<file path="config.mk">
export PLATFORM = sky130hd
export DESIGN_NAME = shift_add_controller
export DESIGN_NICKNAME = d
export VERILOG_FILES = /design/src/rtl/shift_add_pkg.sv /design/src/rtl/shift_add_controller.sv
export SDC_FILE = /design/constraint.sdc
export NUM_CORES = 1
export LEC_CHECK = 0
export CORE_AREA = 2 2 39 41
export CTS_CLUSTER_DIAMETER = 200
export DETAILED_ROUTE_END_ITERATION = 12
export DIE_AREA = 0 0 41 43
export PLACE_DENSITY_LB_ADDON = 0.3
export SLEW_MARGIN = 20
export SYNTH_ARGS = -nofsm -noshare
export SYNTH_HDL_FRONTEND = slang
export SYNTH_SLANG_ARGS = --single-unit
export TNS_END_PERCENT = 100
</file>
<file path="constraint.sdc">
create_clock -name clk -period 1.6 [get_ports clk]
set_clock_uncertainty 0.1 [all_clocks]
set_input_delay 0.24 -clock clk [delete_from_list [all_inputs] [get_ports clk]]
set_output_delay 0.24 -clock clk [all_outputs]
set_load 0.005 [all_outputs]
</file>
<file path="src/rtl/shift_add_pkg.sv">
// Shared encodings for the shift-add multiplier: register control commands
// and the sequencing FSM state set.
package shift_add_pkg;

  typedef enum logic [1:0] {
    HOLD          = 2'b00,
    SHIFT_RIGHT   = 2'b01,
    SHIFT_LEFT    = 2'b10,
    PARALLEL_LOAD = 2'b11
  } ctrl_e;

  typedef enum logic [2:0] {
    S_IDLE,
    S_LOAD,
    S_CHECK,
    S_SHIFT,
    S_DONE
  } state_e;

endpackage

</file>
<file path="src/rtl/shift_add_controller.sv">
// Sequencer for an N-bit shift-add multiplier: one CHECK/SHIFT pair per
// multiplier bit, then a single-cycle done pulse.
module shift_add_controller
  import shift_add_pkg::*;
#(
  parameter int N = 8
) (
  input  logic       clk,
  input  logic       rst,
  input  logic       start,
  input  logic       q0,
  output logic [1:0] ctrl_a,
  output logic [1:0] ctrl_q,
  output logic       load_m,
  output logic       clr_acc,
  output logic       add_en,
  output logic       busy,
  output logic       done
);

  localparam int CW = $clog2(N) + 1;
  localparam logic [CW-1:0] LAST = CW'(N - 1);

  state_e        state;
  logic [CW-1:0] cnt;

  always_ff @(posedge clk or negedge rst) begin
    if (!rst) begin
      state <= S_IDLE;
      cnt   <= '0;
    end else begin
      case (state)
        S_IDLE:  if (start) state <= S_LOAD;
        S_LOAD: begin
          cnt   <= '0;
          state <= S_CHECK;
        end
        S_CHECK: state <= S_SHIFT;
        S_SHIFT: begin
          cnt   <= cnt + CW'(1);
          state <= (cnt == LAST) ? S_DONE : S_CHECK;
        end
        S_DONE:  state <= start ? S_LOAD : S_IDLE;
        default: state <= S_IDLE;
      endcase
    end
  end

  // Outputs decode from state only, except CHECK which follows q0 so the
  // add lands in the same cycle the multiplier bit is examined.
  always_comb begin
    ctrl_a  = HOLD;
    ctrl_q  = HOLD;
    load_m  = 1'b0;
    clr_acc = 1'b0;
    add_en  = 1'b0;
    busy    = 1'b0;
    done    = 1'b0;
    case (state)
      S_LOAD: begin
        ctrl_a  = PARALLEL_LOAD;
        ctrl_q  = PARALLEL_LOAD;
        load_m  = 1'b1;
        clr_acc = 1'b1;
        busy    = 1'b1;
      end
      S_CHECK: begin
        busy = 1'b1;
        if (q0) begin
          ctrl_a = PARALLEL_LOAD;
          add_en = 1'b1;
        end
      end
      S_SHIFT: begin
        ctrl_a = SHIFT_RIGHT;
        ctrl_q = SHIFT_RIGHT;
        busy   = 1'b1;
      end
      S_DONE:  done = 1'b1;
      default: ;
    endcase
  end

endmodule

</file>
* Yosys cells after proc, flatten, opt, wreduce, memory -nomap -nowiden
Cells that the tools add are included.
** Storage, ports and cells
- Bits in registers :: 7
- Input bits :: 4
- Output and inout port bits :: 9
- Logic and storage cells :: 25
** Operators by class
- $add $sub $neg :: 1
- Equal/unequal tests :: 6
- Multiplexer cells :: 13
- Reduce and logical (&&, ||, !) cells :: 3
** Operators with widths (count)
- 3-bit case mux with 5 select lines :: 1
- 4-bit case mux with 2 select lines :: 1
- 3-bit by 2-bit == test with 1-bit output (second input constant) :: 2
- 1-bit two-way mux :: 6
- 3-bit two-way mux :: 2
- 2-bit case mux with 3 select lines :: 1
- 4-bit by 1-bit adder with 4-bit output (second input constant) :: 1
- 4-bit by 3-bit == test with 1-bit output (second input constant) :: 1
- 2-bit case mux with 2 select lines :: 1
- 3-bit by 1-bit == test with 1-bit output (second input constant) :: 1
- 3-bit == test (second input constant) :: 1
- 3-bit logical NOT :: 1
- 3-bit OR reduction :: 1
- 2-bit two-way mux :: 1
- 2-bit inequality test (second input constant) :: 1
- 2-bit nonzero test :: 1

* Logic depth before layout (Yosys ltp)
Gate-level depths: netlist of run 1.
- Depth in word-level cells :: 3
- Depth in mapped cells :: 5
- Gate-level depth less buffers :: 4

* Worst setup path after synthesis of run 1
No wires, ideal clock.
- Path kind :: register -> output
- Start :: register state[2]
- End :: output port ctrl_a[0]
- Arrival :: 0.992 ns
- Data required time :: 1.260 ns
- Setup slack :: 0.268 ns
- Cell stages (with the launch flop) :: 4
- Buffers on the path :: 0
- Cells stage by stage :: dfrtp_1 nand2b_4 or3b_4 nand2_2
** On the way
- Cells in the longest elaborated chain, start to end :: 2
** RTL lines
- start, declared :: RTL line shift_add_controller.sv:24 : state_e state;
- start signal, assigned :: RTL line shift_add_controller.sv:41 : state <= (cnt == LAST) ? S_DONE : S_CHECK;
- start signal, assigned :: RTL line shift_add_controller.sv:43 : S_DONE: state <= start ? S_LOAD : S_IDLE;
- 3-bit by 2-bit == test with 1-bit output / 3-bit by 1-bit == test with 1-bit output (equally long branches) :: RTL line shift_add_controller.sv:59 : case (state)
- 2-bit case mux with 3 select lines (*) :: RTL line shift_add_controller.sv:59
- end, declared :: RTL line shift_add_controller.sv:12 : output logic [1:0] ctrl_a,
Every way passes the cells marked *; elsewhere a longest branch is shown, timed or not.

* Final worst setup path of run 1
- Start :: register state[2]
- End :: output port ctrl_a[1]
Same word-level chain as after synthesis.

==> results of run 1 <==
## cells in the final DEF, fill, tap and decap left out, types with 2 or more instances in the layout
cell / instances
nand2_1: 5
o21ai_0: 2
nand3_1: 3
clkdlybuf4s50_1: 3
clkbuf_2: 4
clkbuf_4: 3
nand2b_4: 2
buf_2: 2
nor2_4: 2
inv_1: 2
buf_6: 4
nor2_1: 2
clkdlybuf4s15_2: 2
buf_4: 13
dfrtp_1: 7
## metal layers
layer,vias to the layer above,global-route usage
li1,200,-
met1,181,0.1467
met2,19,0.2000
met3,4,0.04712
met4,0,0.1200
met5,-,0
## cells in the mapped netlist
master     n
a21oi_1    1
and2_1     1
buf_4      1
buf_6      2
dfrtp_1    7
ha_1       1
inv_1      2
inv_4      1
nand2_1    5
nand2_2    1
nand2_4    1
nand2b_1   2
nand2b_4   1
nand3_1    3
nand4b_1   1
nor2_1     5
o21a_1     1
o21ai_0    2
o21ai_2    1
o2bb2ai_1  1
o311ai_4   1
or3b_4     1
## final cells by class
type,instances,area (um^2)
well taps,16,20.02
fillers,138,696.9
clock buffers,4,26.28
inverters,3,13.76
flip-flops and latches,7,175.2
multi-input cells,29,226.5
repair buffers,28,225.2
## through the flow
| stage | util | cells | setup slack (ns) |
|---|---|---|---|
| after CTS | 0.5054 | 87 | -0.1750 |
| after detailed placement | 0.4322 | 76 | -0.3850 |
| after global routing | 0.4964 | 87 | -0.2274 |
| after floorplan | - | 42 | 0.2681 |
| final | 0.4964 | 87 | -0.1704 |
| after global placement | 0.4322 | 76 | -0.3764 |
## power breakdown
| part | switching (mW) | internal, mW | total, mW | leakage (nW) |
|---|---|---|---|---|
| Sequential | 0.0615 | 0.244 | 0.305 | 0.0804 |
| Clock | 0.0654 | 0.0952 | 0.161 | 0.0150 |
| Combinational | 0.276 | 0.358 | 0.635 | 0.241 |
## final timing paths
check                                     startpoint                  to  slack [ns]  cells after the start
worst max-delay path            state[2]$_DFFE_PN0P_           ctrl_a[1]       -0.17                      5
worst min-delay path                             rst  cnt[2]$_DFFE_PN0P_        0.14                      1
worst max register to register  state[2]$_DFFE_PN0P_  cnt[3]$_DFFE_PN0P_        0.14                      7
worst min register to register    cnt[1]$_DFFE_PN0P_  cnt[1]$_DFFE_PN0P_        0.39                      2
max in group asynchronous                        rst  cnt[1]$_DFFE_PN0P_        1.02                      1
min in group clk                  cnt[1]$_DFFE_PN0P_  cnt[1]$_DFFE_PN0P_        0.39                      2
## critical path, cell delays in order, from the launching register on
cell	delay (ns)
dfrtp_1	0.38
nand2b_4	0.15
or3b_4	0.38
buf_6	0.13
o21ai_2	0.04
buf_2	0.11
## kinds of logic (layout without fill, tap and decap cells)
kind of cell,after synthesis,after routing,share of synthesized area
DFF,7,7,0.4167
AOI/OAI and AO/OA,7,7,0.1578
buffers and inverters,6,35,0.1042
and+or+nand+nor,21,21,0.2917
adders and majority gates,1,1,0.02976
## registers in the layout, summed over array words and instances (netlist names)
name and cells:
state 3, cnt 4
## timing repair
item                       CTS  global route
gates cloned                 0             0
setup endpoints to repair    9             9
setup buffers                7             0
pin swaps                    2             1
resized for setup           32             9
==> results.md, run 1 <==
* Outcome: complete, but fails checks
* Violated checks: negative setup slack
* First-pass GRT wire length at 1490 um
* Global-route congestion overflow total at 0
* Initial core utilization at 0.3038
* Relative max-transition margin at 0.7885
* Final setup violation count at 4
* Drt wl/cell at 10.59 um
* Die X at 41 um
* Cells after Synth at 42
* Cells taking the most area after synthesis: dfrtp_1 42%, o311ai_4 6.3%, buf_6 5.4%
* Drt first pass iters at 4
* DRT met1 WL at 377 um
* Mapped cell area at 420.4 um^2
* Worst Hold Slack at 0.1440 ns
* Met2 Routed Length at 439 um
* Largest net degree at the start of global routing at 8
* Clk slew on worst S/H paths at 0.05 ns
* Ports at 13
* DRC errors left at 0
* DR vias at 404
* Setup crit start kind: register
* Die area at 1763 um^2
* Number of distinct library cells after synthesis at 22
* Hold_buf cts at 0
* CTS buffer count at 3
* Critical path data arrival time at 1.43 ns
* Post-Route Setup TNS at -0.5008 ns
* Diodes inserted at 0
* Top layer used by detailed routing: met4
* Total power at 1.101 mW
* Number of vias per cell at 4.644
* Vias in the first global route at 374
* Syn Nets at 47
* Met3 routed WL at 79 um
* Minimum clock period at 1.770 ns
* Worst setup margin at -0.1704 ns
* Sequential element share of the synthesized area at 0.4167
* Mean Syn Cell Area at 10.01 um^2
* Post-route cell area at 686.9 um^2
* MaxCap Viol Count at 0
* CTS tree: yes
* Port buffer count at 12
* Initial antenna violation count at 0
* Die H at 43 um
* Post-layout nets at 77
* H-tree lvl count at 1
* Yosys reg bits at 7
* Critical path capture point type: output pin
* DP HPWL at 643.8 um
* Number of routed nets with antenna violations at 0
* CP required at 1.26 ns
* Crit Path Max Fanout at 2
* # rows at 14
* Leak pwr at 0.3362 nW
* Placer Congestion at 0.7671
* Max Buffers Root-to-Sink at 2
* Synth area leader: dfrtp_1
* Worst-margin pin slew at 0.3162 ns
* Final wirelength at 921 um
* Unrepaired setup endpoints after global routing: yes
* Synthesis-to-layout area growth at 63.39%
* Max Slew Vio Count at 0
* Post-place instance area at 598.1 um^2
* Clock sink count at 7
* Pwr Density at 1603 nW/um^2
* Max Clk Rate at 564.9 MHz
* Critical path class: register to output pin
* GR Util All Layers at 0.1371
* DR iter-0 viols at 4
* Clk_lat worst skew at 0.25 ns
* Share of the synthesized area in the top cell type at 0.4167
* Fraction of layout cells with a size suffix above 1 at 0.5493
* Hold Vio Cnt, Final at 0
* Clock Tree Root: clkbuf_4
* Hold crit path type: input port to async pin
* Fin crit share at 1.106
* Yosys warns at 0
* Core Footprint at 1384 um^2
* Maximum VDD drop at 716.2 uV
Power figures use the tool's default switching activity.
==> run 2: changes to the inputs <==
==> constraint.sdc (replaced) <==
create_clock -name clk -period 1.6 [get_ports clk]
set_clock_uncertainty 0.1 [all_clocks]
set_input_delay 0.24 -clock clk [delete_from_list [all_inputs] [get_ports clk]]
set_output_delay 0.24 -clock clk [all_outputs]
set_load 0.02 [all_outputs]
==> results.md, run 2 (same netlist as run 1, synthesis figures left out) <==
* Relative max-transition margin at 0.7896 (+0.001118)
* Crit path buffers/inverters at 1 (-1)
* Placer Congestion at 0.7672 (about the same)
* Hold Vio Cnt, Final at 0 (unchanged)
* Synthesis-to-layout area growth at 48.21%
* # rows at 14 (unchanged)
* Worst-margin pin slew at 0.3146 ns (-0.001672 ns)
* Critical path class: register to output pin
* DP HPWL at 649.1 um (+0.82%)
* Max Clk Rate at 578.3 MHz (+2.4%)
* Post-route cell area at 623.1 um^2 (-9.3%)
* Number of vias per cell at 4.525 (-2.6%)
* Number of routed nets with antenna violations at 0 (unchanged)
* MaxCap Viol Count at 0 (unchanged)
* DRC errors left at 0 (unchanged)
* Total power at 1.077 mW (-2.2%)
* Max Buffers Root-to-Sink at 2 (unchanged)
* Critical path data arrival time at 1.39 ns (-0.04 ns)
* CTS tree: yes
* Die area at 1763 um^2 (unchanged)
* Crit Path Max Fanout at 3 (+1)
* Clk slew on worst S/H paths at 0.05 ns (about the same)
* Drt first pass iters at 4 (unchanged)
* Fin crit share at 1.081 (-0.02582)
* Minimum clock period at 1.729 ns (-0.04131 ns)
* Final wirelength at 860 um (-6.6%)
* DR iter-0 viols at 6 (+2)
* Post-layout nets at 70 (-9.1%)
* Ports at 13 (unchanged)
* H-tree lvl count at 1 (unchanged)
* Pwr Density at 1728 nW/um^2 (+7.8%)
* Most common cell after layout, fill and taps aside: buf_4
* Largest net degree at the start of global routing at 9 (+1)
* Max incr delay on CP at 0.40 ns (+0.02 ns)
* Hold crit path type: input port to async pin
* Final setup violation count at 5 (+1)
* Clock sink count at 7 (unchanged)
* Critical path, cell by cell: nand2b_4 > or3b_4 > o21ai_2 > buf_6
* Crit-path leading delay family: simple AND/OR/NAND/NOR gates
* Worst Hold Slack at 0.1437 ns (-0.0003510 ns)
* Setup crit start kind: register
* Worst setup margin at -0.1291 ns (+0.04131 ns)
* CP required at 1.26 ns (about the same)
* Initial antenna violation count at 0 (unchanged)
* Clk_lat worst skew at 0.25 ns (about the same)
* Fraction of layout cells with a size suffix above 1 at 0.4688 (-0.08055)
* Max FFs per register at 4 (unchanged)
* Most frequent cells in the layout: 10 x buf_4, 7 x dfrtp_1, 5 x nand2_1, 4 x nor2_1
* Leak pwr at 0.3040 nW (-9.6%)
* Clock Tree Root: clkbuf_4
* DR vias at 362 (-10%)
* Violated checks: negative setup slack
* Diodes inserted at 0 (unchanged)
* Unrepaired setup endpoints after global routing: yes
* Largest register by flop count: cnt
* GR Util All Layers at 0.1289 (-0.008122)
* Die X at 41 um (unchanged)
* First-pass GRT wire length at 1414 um (-5.1%)
* Core Footprint at 1384 um^2 (unchanged)
* Port buffer count at 12 (unchanged)
* CTS buffer count at 3 (unchanged)
* Post-place instance area at 598.1 um^2 (unchanged)
* Post-Route Setup TNS at -0.4750 ns (+0.02582 ns)
* Maximum VDD drop at 765.9 uV (+6.9%)
* Final core utilization at 0.4503 (-0.04611)
* Die H at 43 um (unchanged)
* Critical path capture point type: output pin
* Max Slew Vio Count at 0 (unchanged)
* Initial core utilization at 0.3038 (unchanged)
* Outcome: complete, but fails checks
* Global-route congestion overflow total at 0 (unchanged)
* Vias in the first global route at 347 (-7.2%)
* Slowest cell on the critical path: dfrtp_1
* Top Registers: cnt x4, state x3
* Drt wl/cell at 10.75 um (+1.5%)
run 2: final timing paths:
path	slack, ns	depth (start not counted)	start	endpoint
setup / recovery	-0.13	4	state[2]$_DFFE_PN0P_	ctrl_a[1]
hold / removal	0.14	1	rst	state[1]$_DFFE_PN0P_
setup reg to reg	0.16	6	state[2]$_DFFE_PN0P_	cnt[3]$_DFFE_PN0P_
hold reg to reg	0.40	2	cnt[1]$_DFFE_PN0P_	cnt[1]$_DFFE_PN0P_
max in group asynchronous	1.02	1	rst	cnt[1]$_DFFE_PN0P_
min in group clk	0.40	2	cnt[1]$_DFFE_PN0P_	cnt[1]$_DFFE_PN0P_
run 2: per-layer routing:
| layer | track usage | vias up | routed length, um |
|---|---|---|---|
| met5 | 0 | - | 0 |
| met4 | 0.1200 | 0 | 24 |
| met3 | 0.04712 | 4 | 61 |
| met2 | 0.1781 | 13 | 407 |
| met1 | 0.1433 | 159 | 368 |
| li1 | - | 186 | - |
run 2: area by class of cell:
| cell class | count | area [um^2] |
|---|---|---|
| sequential | 7 | 175.2 |
| timing repair buffer | 21 | 176.4 |
| multi-input combinational | 29 | 211.5 |
| tap | 16 | 20.02 |
| inverter | 3 | 13.76 |
| clock buffer | 4 | 26.28 |
| fill | 147 | 760.7 |
run 2: stage by stage:
step,setup WS (ns),instances
final,-0.1291,80
after global routing,-0.1760,80
after CTS,-0.1407,80
after detailed placement,-0.4882,76
after global placement,-0.4798,76
after floorplan,0.06803,42
run 2: report_power, final:
group	internal [mW]	switching, mW
combinational	0.305	0.302
sequential	0.244	0.0653
clock	0.0952	0.0648
run 2: repair_timing:
action                     CTS  global route
setup endpoints to repair    9             7
gates resized for setup     42             2
pin swaps                    2             1
setup buffers                0             0
hold buffers                 0             0
==> run 3: changes to the inputs <==
--- a/config.mk
+++ b/config.mk
@@ -5,11 +5,10 @@
 export SDC_FILE = /design/constraint.sdc
 export NUM_CORES = 1
 export LEC_CHECK = 0
-export CORE_AREA = 2 2 39 41
+export CORE_AREA = 5 5 42 44
 export CTS_CLUSTER_DIAMETER = 200
 export DETAILED_ROUTE_END_ITERATION = 12
-export DIE_AREA = 0 0 41 43
-export PLACE_DENSITY_LB_ADDON = 0.3
+export DIE_AREA = 0 0 47 49
 export SLEW_MARGIN = 20
 export SYNTH_ARGS = -nofsm -noshare
 export SYNTH_HDL_FRONTEND = slang
==> results.md, run 3 (same netlist as run 1, synthesis figures left out) <==
* Outcome: complete, but fails checks
* Violated checks: negative setup slack
* Pwr Density at 1748 nW/um^2 (+1.2%)
* CP required at 1.26 ns (about the same)
* Relative max-transition margin at 0.7885 (-0.001107)
* Clk slew on worst S/H paths at 0.05 ns (about the same)
* Post-layout nets at 70 (unchanged)
* Hold_buf cts at 0 (unchanged)
* DR iter-0 viols at 3 (-3)
* Hold crit path type: input port to async pin
* Top Registers: cnt x4, state x3
* Final wirelength at 893 um (+3.8%)
* CTS buffer count at 3 (unchanged)
* Total power at 1.087 mW (+0.98%)
* Maximum VDD drop at 725.7 uV (-5.2%)
* Largest register by flop count: cnt
* Layout Cells excl Fill at 80 (unchanged)
* Fraction of layout cells with a size suffix above 1 at 0.5000 (+0.03125)
* DRC errors left at 0 (unchanged)
* Drt first pass iters at 4 (unchanged)
* Max Clk Rate at 581.2 MHz (+0.50%)
* Final setup violation count at 5 (unchanged)
* Clk_lat worst skew at 0.25 ns (about the same)
* Initial core utilization at 0.3000 (-0.003798)
* Max Slew Vio Count at 0 (unchanged)
* Max Buffers Root-to-Sink at 2 (unchanged)
* Most frequent cells in the layout: 12 x buf_4, 7 x dfrtp_1, 5 x nand2_1
* Vias in the first global route at 362 (+4.3%)
* Fin crit share at 1.075 (-0.005349)
* Worst setup margin at -0.1205 ns (+0.008558 ns)
* Number of routed nets with antenna violations at 0 (unchanged)
* DP HPWL at 682.1 um (+5.1%)
* Worst-margin pin slew at 0.3162 ns (+0.001656 ns)
* Critical path capture point type: output pin
* Clock Tree Root: clkbuf_4
* Drt wl/cell at 11.16 um (+3.8%)
* Critical path class: register to output pin
* Global-route congestion overflow total at 0 (unchanged)
* Diodes inserted at 0 (unchanged)
* Leak pwr at 0.3039 nW (about the same)
* Largest net degree at the start of global routing at 9 (unchanged)
* Die H at 49 um (+14%)
* Number of vias per cell at 4.763 (+5.2%)
* First-pass GRT wire length at 1483 um (+4.9%)
* GR Util All Layers at 0.09291 (-0.03603)
* Synthesis-to-layout area growth at 47.92%
* Ports at 13 (unchanged)
* H-tree lvl count at 1 (unchanged)
* Max FFs per register at 4 (unchanged)
* Most common cell after layout, fill and taps aside: buf_4
* Unrepaired setup endpoints after global routing: yes
* Critical path data arrival time at 1.38 ns (about the same)
* Initial antenna violation count at 0 (unchanged)
* Clock sink count at 7 (unchanged)
* MaxCap Viol Count at 0 (unchanged)
* CTS tree: yes
* # rows at 14 (unchanged)
* Post-route cell area at 621.8 um^2 (-0.20%)
* Placer Congestion at 0.7350 (-4.2%)
* Core Footprint at 1401 um^2 (+1.3%)
* Placed cell count at 74 (-2.6%)
* Die area at 2303 um^2 (+31%)
* Die X at 47 um (+15%)
* Minimum clock period at 1.721 ns (-0.008558 ns)
* Setup crit start kind: register
* Crit Path Max Fanout at 3 (unchanged)
* Worst reg-to-reg setup slack at 0.16 ns (about the same)
* Port buffer count at 12 (unchanged)
* Hold Vio Cnt, Final at 0 (unchanged)
* Final core utilization at 0.4438 (-0.006521)
* Post-place instance area at 583.1 um^2 (-2.5%)
* DR vias at 381 (+5.2%)
[run 3: layer usage]
metal  wire length (um)  track usage  vias to the layer above
met2                466       0.1290                       13
li1                   -            -                      184
met4                 15      0.08295                        0
met5                  0            0                        -
met3                 49      0.02214                        2
met1                361       0.1124                      182
[run 3: area by class of cell]
type / instances / area, um^2
sequential: 7 / 175.2
clock buffer: 4 / 26.28
inverter: 3 / 13.76
timing repair buffer: 21 / 175.2
fill: 154 / 779.5
tap: 16 / 20.02
multi-input combinational: 29 / 211.5
[run 3: through the flow]
step           worst slack, ns  setup TNS (ns)  hold slack [ns]
2_1_floorplan          0.06803               0          -0.1556
3_3_place_gp           -0.4862          -2.347           0.3782
3_5_place_dp           -0.4902          -2.360           0.3957
4_1_cts                -0.1286         -0.4292           0.1412
5_1_grt                -0.1741         -0.6711           0.1463
6_report               -0.1205         -0.3988           0.1404
[run 3: where the power goes]
part / internal [mW] / total [mW] / switching [mW]
clock network: 0.0953 / 0.163 / 0.0675
registers: 0.244 / 0.310 / 0.0661
logic: 0.307 / 0.614 / 0.308
[run 3: path summary, 6_finish.rpt]
kind	from	end	depth (start not counted)
setup reg to reg	state[2]$_DFFE_PN0P_	cnt[3]$_DFFE_PN0P_	6
max in group asynchronous	rst	cnt[2]$_DFFE_PN0P_	1
setup / recovery	state[2]$_DFFE_PN0P_	ctrl_a[1]	4
hold reg to reg	cnt[1]$_DFFE_PN0P_	cnt[1]$_DFFE_PN0P_	2
min in group clk	cnt[1]$_DFFE_PN0P_	cnt[1]$_DFFE_PN0P_	2
hold / removal	rst	cnt[0]$_DFFE_PN0P_	1
[run 3: repair_timing]
action	CTS	global route
resized for setup	43	5
setup endpoints to repair	9	9
pin swaps	1	1
setup buffers	2	0
[run 3: critical path, stage by stage, from the launching register on]
cell	delay [ns]
dfrtp_1	0.39
nand2b_4	0.15
or3b_4	0.39
o21ai_2	0.08
buf_6	0.13
